===== src/rtl/floppy_uart_tx.sv =====
// Buffered 8N1 UART transmitter: a small circular FIFO in front of a
// start/data/stop serialiser that drives a registered, idle-high line.
module floppy_uart_tx #(
    parameter int CLK_HZ = 24000000,
    parameter int BAUD   = 115200,
    parameter int DEPTH  = 16
) (
    input  logic       clk,
    input  logic       reset,
    input  logic       wr,
    input  logic [7:0] data,
    output logic       full,
    output logic       empty,
    output logic       busy,
    output logic       overrun,
    output logic       txd
);

    localparam int DIV = (CLK_HZ + BAUD / 2) / BAUD;
    localparam int AW  = $clog2(DEPTH);
    localparam int TW  = (DIV > 1) ? $clog2(DIV) : 1;

    localparam logic [TW-1:0] RELOAD  = TW'(DIV - 1);
    localparam logic [AW:0]   DEPTH_C = (AW + 1)'(DEPTH);

    typedef enum logic [1:0] {IDLE, START, DATA, STOP} state_t;

    logic [7:0]    mem_q [DEPTH];
    logic [AW-1:0] wptr_q, rptr_q;
    logic [AW:0]   cnt_q;
    state_t        state_q, state_d;
    logic [TW-1:0] tmr_q, tmr_d;
    logic [2:0]    bitcnt_q, bitcnt_d;
    logic [7:0]    shreg_q, shreg_d;
    logic          pop_d, pop_q;
    logic          txd_q;
    logic          ovr_q;
    logic          push;

    assign full    = (cnt_q == DEPTH_C);
    assign empty   = (cnt_q == '0);
    assign busy    = (state_q != IDLE);
    assign overrun = ovr_q;
    assign txd     = txd_q;
    assign push    = wr && !full;

    always_comb begin
        state_d  = state_q;
        tmr_d    = tmr_q;
        bitcnt_d = bitcnt_q;
        shreg_d  = shreg_q;
        pop_d    = 1'b0;
        case (state_q)
            IDLE: begin
                tmr_d = RELOAD;
                if (!empty) begin
                    shreg_d  = mem_q[rptr_q];
                    bitcnt_d = '0;
                    pop_d    = 1'b1;
                    state_d  = START;
                end
            end
            START: begin
                if (tmr_q == '0) begin
                    tmr_d   = RELOAD;
                    state_d = DATA;
                end else begin
                    tmr_d = tmr_q - TW'(1);
                end
            end
            DATA: begin
                if (tmr_q == '0) begin
                    tmr_d   = RELOAD;
                    shreg_d = {1'b0, shreg_q[7:1]};
                    if (bitcnt_q == 3'd7) begin
                        state_d = STOP;
                    end else begin
                        bitcnt_d = bitcnt_q + 3'd1;
                    end
                end else begin
                    tmr_d = tmr_q - TW'(1);
                end
            end
            STOP: begin
                if (tmr_q == '0) begin
                    tmr_d = RELOAD;
                    if (!empty) begin
                        shreg_d  = mem_q[rptr_q];
                        bitcnt_d = '0;
                        pop_d    = 1'b1;
                        state_d  = START;
                    end else begin
                        state_d = IDLE;
                    end
                end else begin
                    tmr_d = tmr_q - TW'(1);
                end
            end
            default: state_d = IDLE;
        endcase
    end

    always_ff @(posedge clk) begin
        if (push && !reset) begin
            mem_q[wptr_q] <= data;
        end
    end

    // The head byte is copied into shreg on the pop edge; the pointer and
    // count retire one clock later, which is when empty/full reflect it.
    always_ff @(posedge clk) begin
        if (reset) begin
            state_q  <= IDLE;
            tmr_q    <= RELOAD;
            bitcnt_q <= '0;
            shreg_q  <= '0;
            pop_q    <= 1'b0;
            wptr_q   <= '0;
            rptr_q   <= '0;
            cnt_q    <= '0;
            txd_q    <= 1'b1;
            ovr_q    <= 1'b0;
        end else begin
            state_q  <= state_d;
            tmr_q    <= tmr_d;
            bitcnt_q <= bitcnt_d;
            shreg_q  <= shreg_d;
            pop_q    <= pop_d;
            if (push) begin
                wptr_q <= wptr_q + AW'(1);
            end
            if (pop_q) begin
                rptr_q <= rptr_q + AW'(1);
            end
            case ({push, pop_q})
                2'b10:   cnt_q <= cnt_q + (AW + 1)'(1);
                2'b01:   cnt_q <= cnt_q - (AW + 1)'(1);
                default: cnt_q <= cnt_q;
            endcase
            if (wr && full) begin
                ovr_q <= 1'b1;
            end
            case (state_q)
                START:   txd_q <= 1'b0;
                DATA:    txd_q <= shreg_q[0];
                default: txd_q <= 1'b1;
            endcase
        end
    end

endmodule


===== config.mk =====
export PLATFORM = sky130hd
export DESIGN_NAME = floppy_uart_tx
export DESIGN_NICKNAME = d
export VERILOG_FILES = /design/src/rtl/floppy_uart_tx.sv
export SDC_FILE = /design/constraint.sdc
export NUM_CORES = 1
export LEC_CHECK = 0
export CAP_MARGIN = 10
export CORE_MARGIN = 3
export CORE_UTILIZATION = 50
export CTS_BUF_LIST = sky130_fd_sc_hd__clkbuf_4
export CTS_CLUSTER_SIZE = 10
export DETAILED_ROUTE_END_ITERATION = 7
export GPL_ROUTABILITY_DRIVEN = 1
export PLACE_DENSITY = 0.66
export SLEW_MARGIN = 20
export SYNTH_ARGS = -nofsm -noshare
export SYNTH_HDL_FRONTEND = slang
export SYNTH_SLANG_ARGS = --single-unit

===== constraint.sdc =====
create_clock -name clk -period 3.7 [get_ports clk]
set_input_delay 0.74 -clock clk [delete_from_list [all_inputs] [get_ports clk]]
set_output_delay 0.74 -clock clk [all_outputs]
set_load 0.03 [all_outputs]

==> reports/metrics.cfg, run 1 <==
[synth]
synthesis.nets=492
synth_edf_count=128
synthCells=464
syn-cell-area_um2=7143
yosys_warnings=0
ys_ff_latch=169
syn_area_per_cell_um2=15.39
async_reset_ff_share_pct=0
synth_ff_type=edfxtp_1
synth-seq-area-share_pct=65.30
synth_cell_types=51

[critical_path]
crit_required_ps=2960
critPathArrivalTime_ps=2360
cp_max_fo=8
startpoint_type=flop
crit_path_end_kind=primary output
critPathKind=reg -> out

[global_routing]
grt_antenna_before_repair=0
grt_pass1_wl_mm=20.52
grt_max_degree=36
overflow=0
grt_pass1_vias=3778
grt.total_usage_pct=17.43

[detailed_routing]
drc=0
dr.pass1.iters=5
vias_per_cell=5.610
drt-total-wl_mm=13.27
routedWlPerCell_um=19.54
vias=3809
ant_nets=0
drt_iter0_drc=300

[layout]
area_growth_pct=8.338
drive_gt1_share_pct=11.02
n_antenna_cell=0
fill_cells=1144
nets=514
postLayoutCoreUtil_pct=55.54

[power]
sequentialPowerShare_pct=51.7
p_leak_nw=2.583
peakVddDrop_mv=0.4466
p_sw_w=0.001424
swShare_pct=32.23
p_per_area_nw_per_um2=571.0
p_int_w=0.002994
clkPwrFrac_pct=25.0
combinationalPowerShare_pct=23.3

[floorplanning]
initial_utilization_pct=51.26
rows=43
fp.dieW_um=125.5
core-area_um2=13930
dieArea_um2=15760
io-pin-count=16
die_h_um=125.5

[cts]
clk_path_buf_depth=2
cts-buffers-inserted=17
clk_pin_slew_ps=160
insertion_delay_ps=550
cts-resized-gates=0
cts_tree=built
cts_hold_buf=0
cts_root_buf=clkbuf_4
htree_levels=4
cts.sinks=169
post_cts_buffers=0

[sta]
slew_violations=0
slew-limit-headroom_pct=45.17
worst_pin_slew_ps=822.4
skew_ps=18.03
fin_crit_ps=3100
fmaxAchievable_mhz=322.6
finalHoldViolCount=0
min_period_over_period_pct=83.79
finalSetupTns_ps=0
setup_viol=0
grt_setup_unrepaired=false

[placed_design]
portBuffers=15
place.gp.congestion=0.7732
place_hpwl_mm=8.740

[outcome]
outcome=completed

[job]
max_cap_viol_count=0

[hold_path]
hold_class=reg -> reg

## logic make-up (layout without fill, tap and decap cells)
kind of cell             count (synthesis)  count (layout)  share of synthesized area [%]
multiplexers                            49              49                          11.77
flip-flops                             169             169                          65.30
AND/OR/NAND/NOR                        122             122                          8.933
XOR/XNOR                                15              15                          1.839
buffers and inverters                   33              68                          2.785
AO/OA/AOI/OAI                           59              59                          6.393
adder cells (fa/ha/maj)                 17              17                          2.978
## cell type report
type                    count  area, um2  area share [%]
multi-input cells         262       2280           29.46
clock buffers              17      127.6           1.649
well taps                 180      225.2           2.910
repair buffers             23      210.2           2.716
flip-flops and latches    169       4666           60.29
clock inverters            15      181.4           2.344
inverters                  13      48.80          0.6306
## registers in the layout (all words and copies together) (netlist names), named ones only
signal and cells:
bitcnt_q 3, mem_q 128, pop_q 1, cnt_q 5, state_q 2, overrun 1, txd 1, shreg_q 8
rptr_q 4, tmr_q 8, wptr_q 4
## path summary, 6_finish.rpt
| check | from | to | slack [ps] | depth (start not counted) |
|---|---|---|---|---|
| setup / recovery | cnt_q[1]$_SDFFE_PP0P_ | empty | 600 | 4 |
| hold / removal | tmr_q[0]$_SDFF_PP1_ | tmr_q[0]$_SDFF_PP1_ | 420 | 1 |
| hold reg to reg | tmr_q[0]$_SDFF_PP1_ | tmr_q[0]$_SDFF_PP1_ | 420 | 1 |
| setup reg to reg | cnt_q[1]$_SDFFE_PP0P_ | cnt_q[4]$_SDFFE_PP0P_ | 930 | 11 |
## cells in the mapped netlist, types with 6 or more instances
library cell	n	area (um2)
nor2_1	43	161.4
edfxtp_1	128	3844
o41ai_2	6	97.59
inv_1	13	48.80
clkbuf_1	7	26.28
mux2i_1	27	270.3
a21oi_1	14	70.07
buf_2	6	30.03
dfxtp_1	41	820.8
nand3b_1	9	67.56
mux4_1	20	525.5
xor2_1	10	87.58
and2_1	9	56.30
nand2_1	26	97.59
ha_1	17	212.7
a221oi_1	6	52.55
o21ai_0	9	45.04
## per-stage QoR
step	std cells	total power (W)	hold WS [ps]	area (um2)	setup slack (ps)
global placement	647	0.003336	382.8	7430	561.9
CTS	679	0.004456	428.1	7739	494.7
global route	679	0.004647	459.7	7739	376.5
floorplan	464	0.003149	371.1	7143	766.3
detailed placement	647	0.003366	395.2	7430	424.6
finish	679	0.004419	424.9	7739	599.9
## worst max-delay path, stage by stage, from the launching register on
cell,delay (ps)
dfxtp_1,420
nor4_2,380
nand2b_1,190
inv_1,140
clkdlybuf4s50_1,680
## placed cells by master (no fill, tap or decap), drive strengths merged, types with 3 or more instances in the layout
master and n:
and2 9, or3b 3, a221oi 7, clkbuf 17
clkdlybuf4s50 15, edfxtp 128, and4b 5, inv 20
nand2b 4, mux2i 27, o22ai 5, nand3b 9
xnor2 5, buf 8, or3 4, nand2 26
clkinv 6, mux4 22, o41ai 6, nor3 5
ha 17, nor2b 4, a21boi 3, nor2 43
dfxtp 41, o21ai 14, xor2 10, a21oi 14
## power by group through the flow
stage	combinational, W	sequential [W]	clock, W
final	0.00103	0.00229	0.00110
after global routing	0.00112	0.00231	0.00122
after CTS	0.00104	0.00229	0.00113
after detailed placement	0.00103	0.00233	0
after global placement	0.00101	0.00232	0
after floorplan	0.000914	0.00224	0
## layer usage
metal / wire length (um) / GRT usage (%) / vias to the layer above
met2: 6348 / 27.75 / 85
met1: 5910 / 22.79 / 1877
met4: 291 / 6.314 / 0
met5: 0 / 0 / -
li1: - / - / 1828
met3: 716 / 5.340 / 19
Power figures use the tool's default switching activity.
==> inputs of run 2 (changes only) <==
Settings changed: PLACE_DENSITY 0.66 to 0.69.
Clock period 3.7 ns to 2.6 ns, I/O delays scaled along.
==> run 2 against run 1 <==
Effect of this change:
- non-clock buffer count is 27 higher
- flip-flop and latch count did not move
- die area stayed put
- final cell count rose by 4.0%
- critical path type is now reg -> reg
- via count is 2.9% higher
- clock skew shrank 3.2 ps
- combinational power up 58%
- largest power group unchanged
- core utilization up 1.0 points
- worst setup slack worse by 510 ps
- register-to-register slack got worse by 840 ps
==> reports/metrics.cfg, run 2 (synthesis results as in run 1) <==
[outcome]
outcome=completed  ; unchanged

[sta]
fmaxAchievable_mhz=398.4
finalHoldViolCount=0  ; unchanged
finalSetupTns_ps=0  ; unchanged
setup_viol=0  ; unchanged
slew-limit-headroom_pct=54.85  ; was 45.17%
slew_violations=0  ; unchanged
timing.final.ws_setup_ps=89.76  ; was 599.9 ps
worst_pin_slew_ps=675.2  ; was 822.4 ps
min_period_over_period_pct=96.55
grt_setup_unrepaired=true  ; was false
skew_ps=14.85  ; was 18.03 ps
fin_crit_ps=2510

[critical_path]
crit_path_end_kind=flop  ; was primary output
cp_max_fo=5  ; was 8
cp_slowest_cell=or3b_2  ; was clkdlybuf4s50_1
startpoint=cnt_q[0]$_SDFFE_PP0P_  ; was cnt_q[1]$_SDFFE_PP0P_
critPathArrivalTime_ps=3000  ; was 2360 ps
startpoint_type=flop  ; unchanged
cp.depth=10  ; was 4
slowest_delay_ps=440  ; was 680 ps
crit_required_ps=3090  ; was 2960 ps
r2r_cells=10  ; was 11
r2r-end=cnt_q[3]$_SDFFE_PP0P_  ; was cnt_q[4]$_SDFFE_PP0P_
critPathKind=reg -> reg  ; was reg -> out
critPathTopFamily=simple AND/OR/NAND/NOR gates  ; was buffers and inverters
timing.rr.start=cnt_q[0]$_SDFFE_PP0P_  ; was cnt_q[1]$_SDFFE_PP0P_
rrSetupSlack_ps=90  ; was 930 ps
cp-endpoint=cnt_q[3]$_SDFFE_PP0P_  ; was empty
critPathBufInv=2  ; unchanged
crit_chain=nor4_4, a21boi_2, inv_1, ha_2, buf_4, or3b_2, a21boi_1, nor3_1, or3b_1, a21oi_1  ; was nor4_2, nand2b_1, inv_1, clkdlybuf4s50_1

[cts]
clk_path_buf_depth=2  ; unchanged
cts_root_buf=clkbuf_4  ; unchanged
clk_pin_slew_ps=140  ; was 160 ps
cts-resized-gates=4  ; was 0
cts.sinks=169  ; unchanged
cts-buffers-inserted=17  ; unchanged
cts_tree=built  ; unchanged
insertion_delay_ps=540  ; was 550 ps
post_cts_buffers=0  ; unchanged
cts_hold_buf=0  ; unchanged
htree_levels=4  ; unchanged

[detailed_routing]
dr.pass1.iters=4  ; was 5
vias=3918  ; was 3809
ant_nets=0  ; unchanged
routedWlPerCell_um=19.11  ; was 19.54 um
drt_iter0_drc=237  ; was 300
drc=0  ; unchanged
vias_per_cell=5.550  ; was 5.610
drt-total-wl_mm=13.49  ; was 13.27 mm

[global_routing]
grt_max_degree=37  ; was 36
grt_pass1_vias=3961  ; was 3778
grt_pass1_wl_mm=21.42  ; was 20.52 mm
grt.total_usage_pct=18.09  ; was 17.43%
grt_antenna_before_repair=0  ; unchanged
overflow=0  ; unchanged

[layout]
fill_cells=1064  ; was 1144
layout_commonest_cell=edfxtp_1  ; unchanged
layout_common_cells=edfxtp_1, nor2_1, dfxtp_1, buf_4, mux2i_1  ; was edfxtp_1, nor2_1, dfxtp_1, mux2i_1, nand2_1
nets=541  ; was 514
top_register=mem_q  ; unchanged
area_growth_pct=10.28  ; was 8.338%
largest_reg_flops=128  ; unchanged
top_regs=mem_q x128, shreg_q x8, tmr_q x8  ; unchanged
n_antenna_cell=0  ; unchanged
drive_gt1_share_pct=15.97  ; was 11.02%

[floorplanning]
die_h_um=125.5  ; unchanged
fp.dieW_um=125.5  ; unchanged
dieArea_um2=15760  ; unchanged
initial_utilization_pct=51.26  ; unchanged
rows=43  ; unchanged
core-area_um2=13930  ; unchanged
io-pin-count=16  ; unchanged

[job]
max_cap_viol_count=0  ; unchanged

[power]
p_per_area_nw_per_um2=780.4  ; was 571.0 nW/um2
p_leak_nw=2.706  ; was 2.583 nW
peakVddDrop_mv=0.4856  ; was 0.4466 mV

[hold_path]
hold_class=reg -> reg  ; unchanged
hold_start=tmr_q[0]$_SDFF_PP1_  ; unchanged
worstHoldPathCells=1  ; unchanged

[placed_design]
place.gp.congestion=0.8058  ; was 0.7732
place_hpwl_mm=9.083  ; was 8.740 mm
dp_worst_setup_slack_ps=-323.7  ; was 424.6 ps
portBuffers=15  ; unchanged

run 2: worst min path at each step:
| stage | to | slack (ps) |
|---|---|---|
| detailed placement | tmr_q[0]$_SDFF_PP1_ | 390 |
| floorplan | tmr_q[0]$_SDFF_PP1_ | 370 |
| CTS | tmr_q[0]$_SDFF_PP1_ | 420 |
| finish | tmr_q[0]$_SDFF_PP1_ | 420 |
| global route | tmr_q[0]$_SDFF_PP1_ | 440 |
| global placement | tmr_q[0]$_SDFF_PP1_ | 380 |
run 2: layout make-up:
type	instances	area, um2	share of cell area [%]
clock buffers	19	142.6	1.811
clock inverters	13	93.84	1.191
inverters	13	48.80	0.6194
multi-input cells	262	2295	29.13
flip-flops and latches	169	4667	59.24
well taps	180	225.2	2.859
repair buffers	50	405.4	5.146
run 2: worst reg2reg max path, delay by kind of cell, from the launching register on:
kind            cells  cell delay, ps
flops               1             360
buf+inv             2             250
compound gates      3             410
fa+ha+maj           1             230
simple gates        4            1210
run 2: power breakdown:
| group | leakage [nW] | internal (W) | total [W] | switching (W) |
|---|---|---|---|---|
| Combinational | 1.09 | 0.000774 | 0.00163 | 0.000855 |
| Clock | 0.131 | 0.000408 | 0.00130 | 0.000897 |
| Sequential | 1.49 | 0.00304 | 0.00321 | 0.000176 |
run 2: stage by stage:
step	hold slack [ps]	area, um2	std cells	total power, W	util, %
floorplan	371.1	7148	464	0.004487	-
global placement	383.5	7636	674	0.004860	54.80
detailed placement	390.9	7636	674	0.004906	54.80
CTS	420.9	7878	706	0.006195	56.53
global route	441.3	7878	706	0.006484	56.53
finish	419.5	7878	706	0.006148	56.53
run 2: per-layer routing:
layer  vias up  routed length (um)  global-route usage [%]
li1       1884                   -                       -
met1      1927                5795                   23.59
met2        90                6750                   29.45
met3        17                 688                   5.126
met4         0                 260                   6.059
met5         -                   0                       0
==> inputs of run 3 (changes only) <==
Settings changed: CORE_MARGIN 3 to not set.
==> run 3 against run 2 <==
Effect of this change:
- final cell count shrank 0.42%
- cell area grew 0.44%
- combinational power is essentially flat
- clock-buffer cell count shrank 2
- largest power group unchanged
- worst hold slack is essentially flat
- global-route usage grew 1.4 points
- worst setup slack gained 71 ps
- die area shrank 6.3%
- critical endpoint unchanged
- core utilization grew 0.25 points
- highest routed layer unchanged
- first-iteration DRC count grew 22%
==> reports/metrics.cfg, run 3 (synthesis results as in run 1) <==
[outcome]
outcome=completed  ; unchanged

[critical_path]
crit_required_ps=3100  ; was 3090 ps
critPathKind=reg -> reg  ; unchanged
cp_max_fo=5  ; unchanged
rrSetupSlack_ps=160  ; was 90 ps
startpoint_type=flop  ; unchanged
crit_path_end_kind=flop  ; unchanged
critPathArrivalTime_ps=2940  ; was 3000 ps

[detailed_routing]
drt-total-wl_mm=12.93  ; was 13.49 mm
vias=3924  ; was 3918
vias_per_cell=5.582  ; was 5.550
drc=0  ; unchanged
drt_iter0_drc=290  ; was 237
dr.pass1.iters=5  ; was 4
ant_nets=0  ; unchanged
routedWlPerCell_um=18.39  ; was 19.11 um

[floorplanning]
die_h_um=121.5  ; was 125.5 um
rows=43  ; unchanged
io-pin-count=16  ; unchanged
core-area_um2=13930  ; unchanged
dieArea_um2=14770  ; was 15760 um2
initial_utilization_pct=51.26  ; unchanged
fp.dieW_um=121.5  ; was 125.5 um

[layout]
drive_gt1_share_pct=15.68  ; was 15.97%
n_antenna_cell=0  ; unchanged
top_register=mem_q  ; unchanged
fill_cells=1097  ; was 1064
layout_common_cells=edfxtp_1, nor2_1, dfxtp_1, buf_4, mux2i_1  ; unchanged
largest_reg_flops=128  ; unchanged
area_growth_pct=10.77  ; was 10.28%
layout_commonest_cell=edfxtp_1  ; unchanged
top_regs=mem_q x128, shreg_q x8, tmr_q x8  ; unchanged
nets=538  ; was 541

[cts]
htree_levels=4  ; unchanged
cts_root_buf=clkbuf_4  ; unchanged
clk_path_buf_depth=2  ; unchanged
clk_pin_slew_ps=160  ; was 140 ps
post_cts_buffers=0  ; unchanged
cts_hold_buf=0  ; unchanged
cts-resized-gates=3  ; was 4
cts_tree=built  ; unchanged
cts-buffers-inserted=17  ; unchanged
insertion_delay_ps=560  ; was 540 ps
cts.sinks=169  ; unchanged

[sta]
finalHoldViolCount=0  ; unchanged
skew_ps=22.49  ; was 14.85 ps
min_period_over_period_pct=93.81  ; was 96.55%
setup_viol=0  ; unchanged
timing.final.ws_setup_ps=160.9  ; was 89.76 ps
fmaxAchievable_mhz=410.0  ; was 398.4 MHz
worst_pin_slew_ps=652.9  ; was 675.2 ps
slew_violations=0  ; unchanged
fin_crit_ps=2439  ; was 2510 ps
slew-limit-headroom_pct=56.41  ; was 54.85%
holdWs_ps=419.9  ; was 419.5 ps
grt_setup_unrepaired=true  ; unchanged

[placed_design]
portBuffers=15  ; unchanged
place.gp.congestion=0.7938  ; was 0.8058
dp_worst_setup_slack_ps=-309.1  ; was -323.7 ps
place_hpwl_mm=8.928  ; was 9.083 mm

[global_routing]
grt_max_degree=35  ; was 37
grt_pass1_vias=4017  ; was 3961
overflow=0  ; unchanged
grt.total_usage_pct=19.49  ; was 18.09%
grt_pass1_wl_mm=21.05  ; was 21.42 mm
grt_antenna_before_repair=0  ; unchanged

[power]
p_per_area_nw_per_um2=797.2  ; was 780.4 nW/um2
p_leak_nw=2.701  ; was 2.706 nW
peakVddDrop_mv=0.4670  ; was 0.4856 mV

[job]
max_cap_viol_count=0  ; unchanged

[hold_path]
hold_class=reg -> reg  ; unchanged

run 3: cell count changes in the layout (fill, tap and decap cells not counted):
cell and change:
clkinv_2 -1, dfxtp_1 +1, clkinv_4 -2, inv_8 +4, clkinvlp_4 +4, inv_6 -1
clkbuf_4 -2, clkinv_1 -2, buf_4 -4, clkinvlp_2 -1, buf_12 +1, bufinv_16 +1
dfxtp_2 -1
run 3: layout make-up:
type	instances	area [um2]	area share, %
flip-flops and latches	169	4666	58.97
multi-input cells	262	2295	29.00
repair buffers	47	395.4	4.997
inverters	13	48.80	0.6167
clock buffers	17	127.6	1.613
clock inverters	15	155.1	1.961
well taps	180	225.2	2.846
run 3: worst paths after layout:
kind	start	to	cells past startpoint
worst max-delay path	cnt_q[0]$_SDFFE_PP0P_	cnt_q[3]$_SDFFE_PP0P_	10
worst min register to register	tmr_q[0]$_SDFF_PP1_	tmr_q[0]$_SDFF_PP1_	1
worst max register to register	cnt_q[0]$_SDFFE_PP0P_	cnt_q[3]$_SDFFE_PP0P_	10
worst min-delay path	tmr_q[0]$_SDFF_PP1_	tmr_q[0]$_SDFF_PP1_	1
run 3: through the flow:
stage / power [W] / std cells / TNS [ps] / instance area, um2 / util, %
after detailed placement: 0.004882 / 671 / -641.9 / 7626 / 54.73
after global placement: 0.004825 / 671 / -458.0 / 7626 / 54.73
final: 0.006308 / 703 / 0 / 7913 / 56.78
after CTS: 0.006328 / 703 / 0 / 7905 / 56.73
after global routing: 0.006647 / 703 / -19.27 / 7913 / 56.78
after floorplan: 0.004487 / 464 / 0 / 7148 / -
run 3: power by group:
part	switching (W)	internal, W
Sequential	0.000172	0.00304
Clock	0.000974	0.000511
Combinational	0.000847	0.000768
run 3: per-layer routing:
metal | GRT usage [%] | vias up | wire length, um | share of wire (%)
li1 | - | 1883 | - | -
met1 | 25.16 | 1943 | 5615 | 43
met2 | 32.63 | 86 | 6612 | 51
met3 | 4.887 | 12 | 544 | 4.2
met4 | 5.556 | 0 | 155 | 1.2
met5 | 0 | - | 0 | 0
run 3: critical path: stages (launching register included):
cell and delay [ps]:
dfxtp_1 360, nor4_4 320, a21boi_2 100, inv_1 90, ha_2 220, buf_4 140, or3b_2 430, a21boi_1 160
nor3_1 60, or3b_1 350, a21oi_1 170
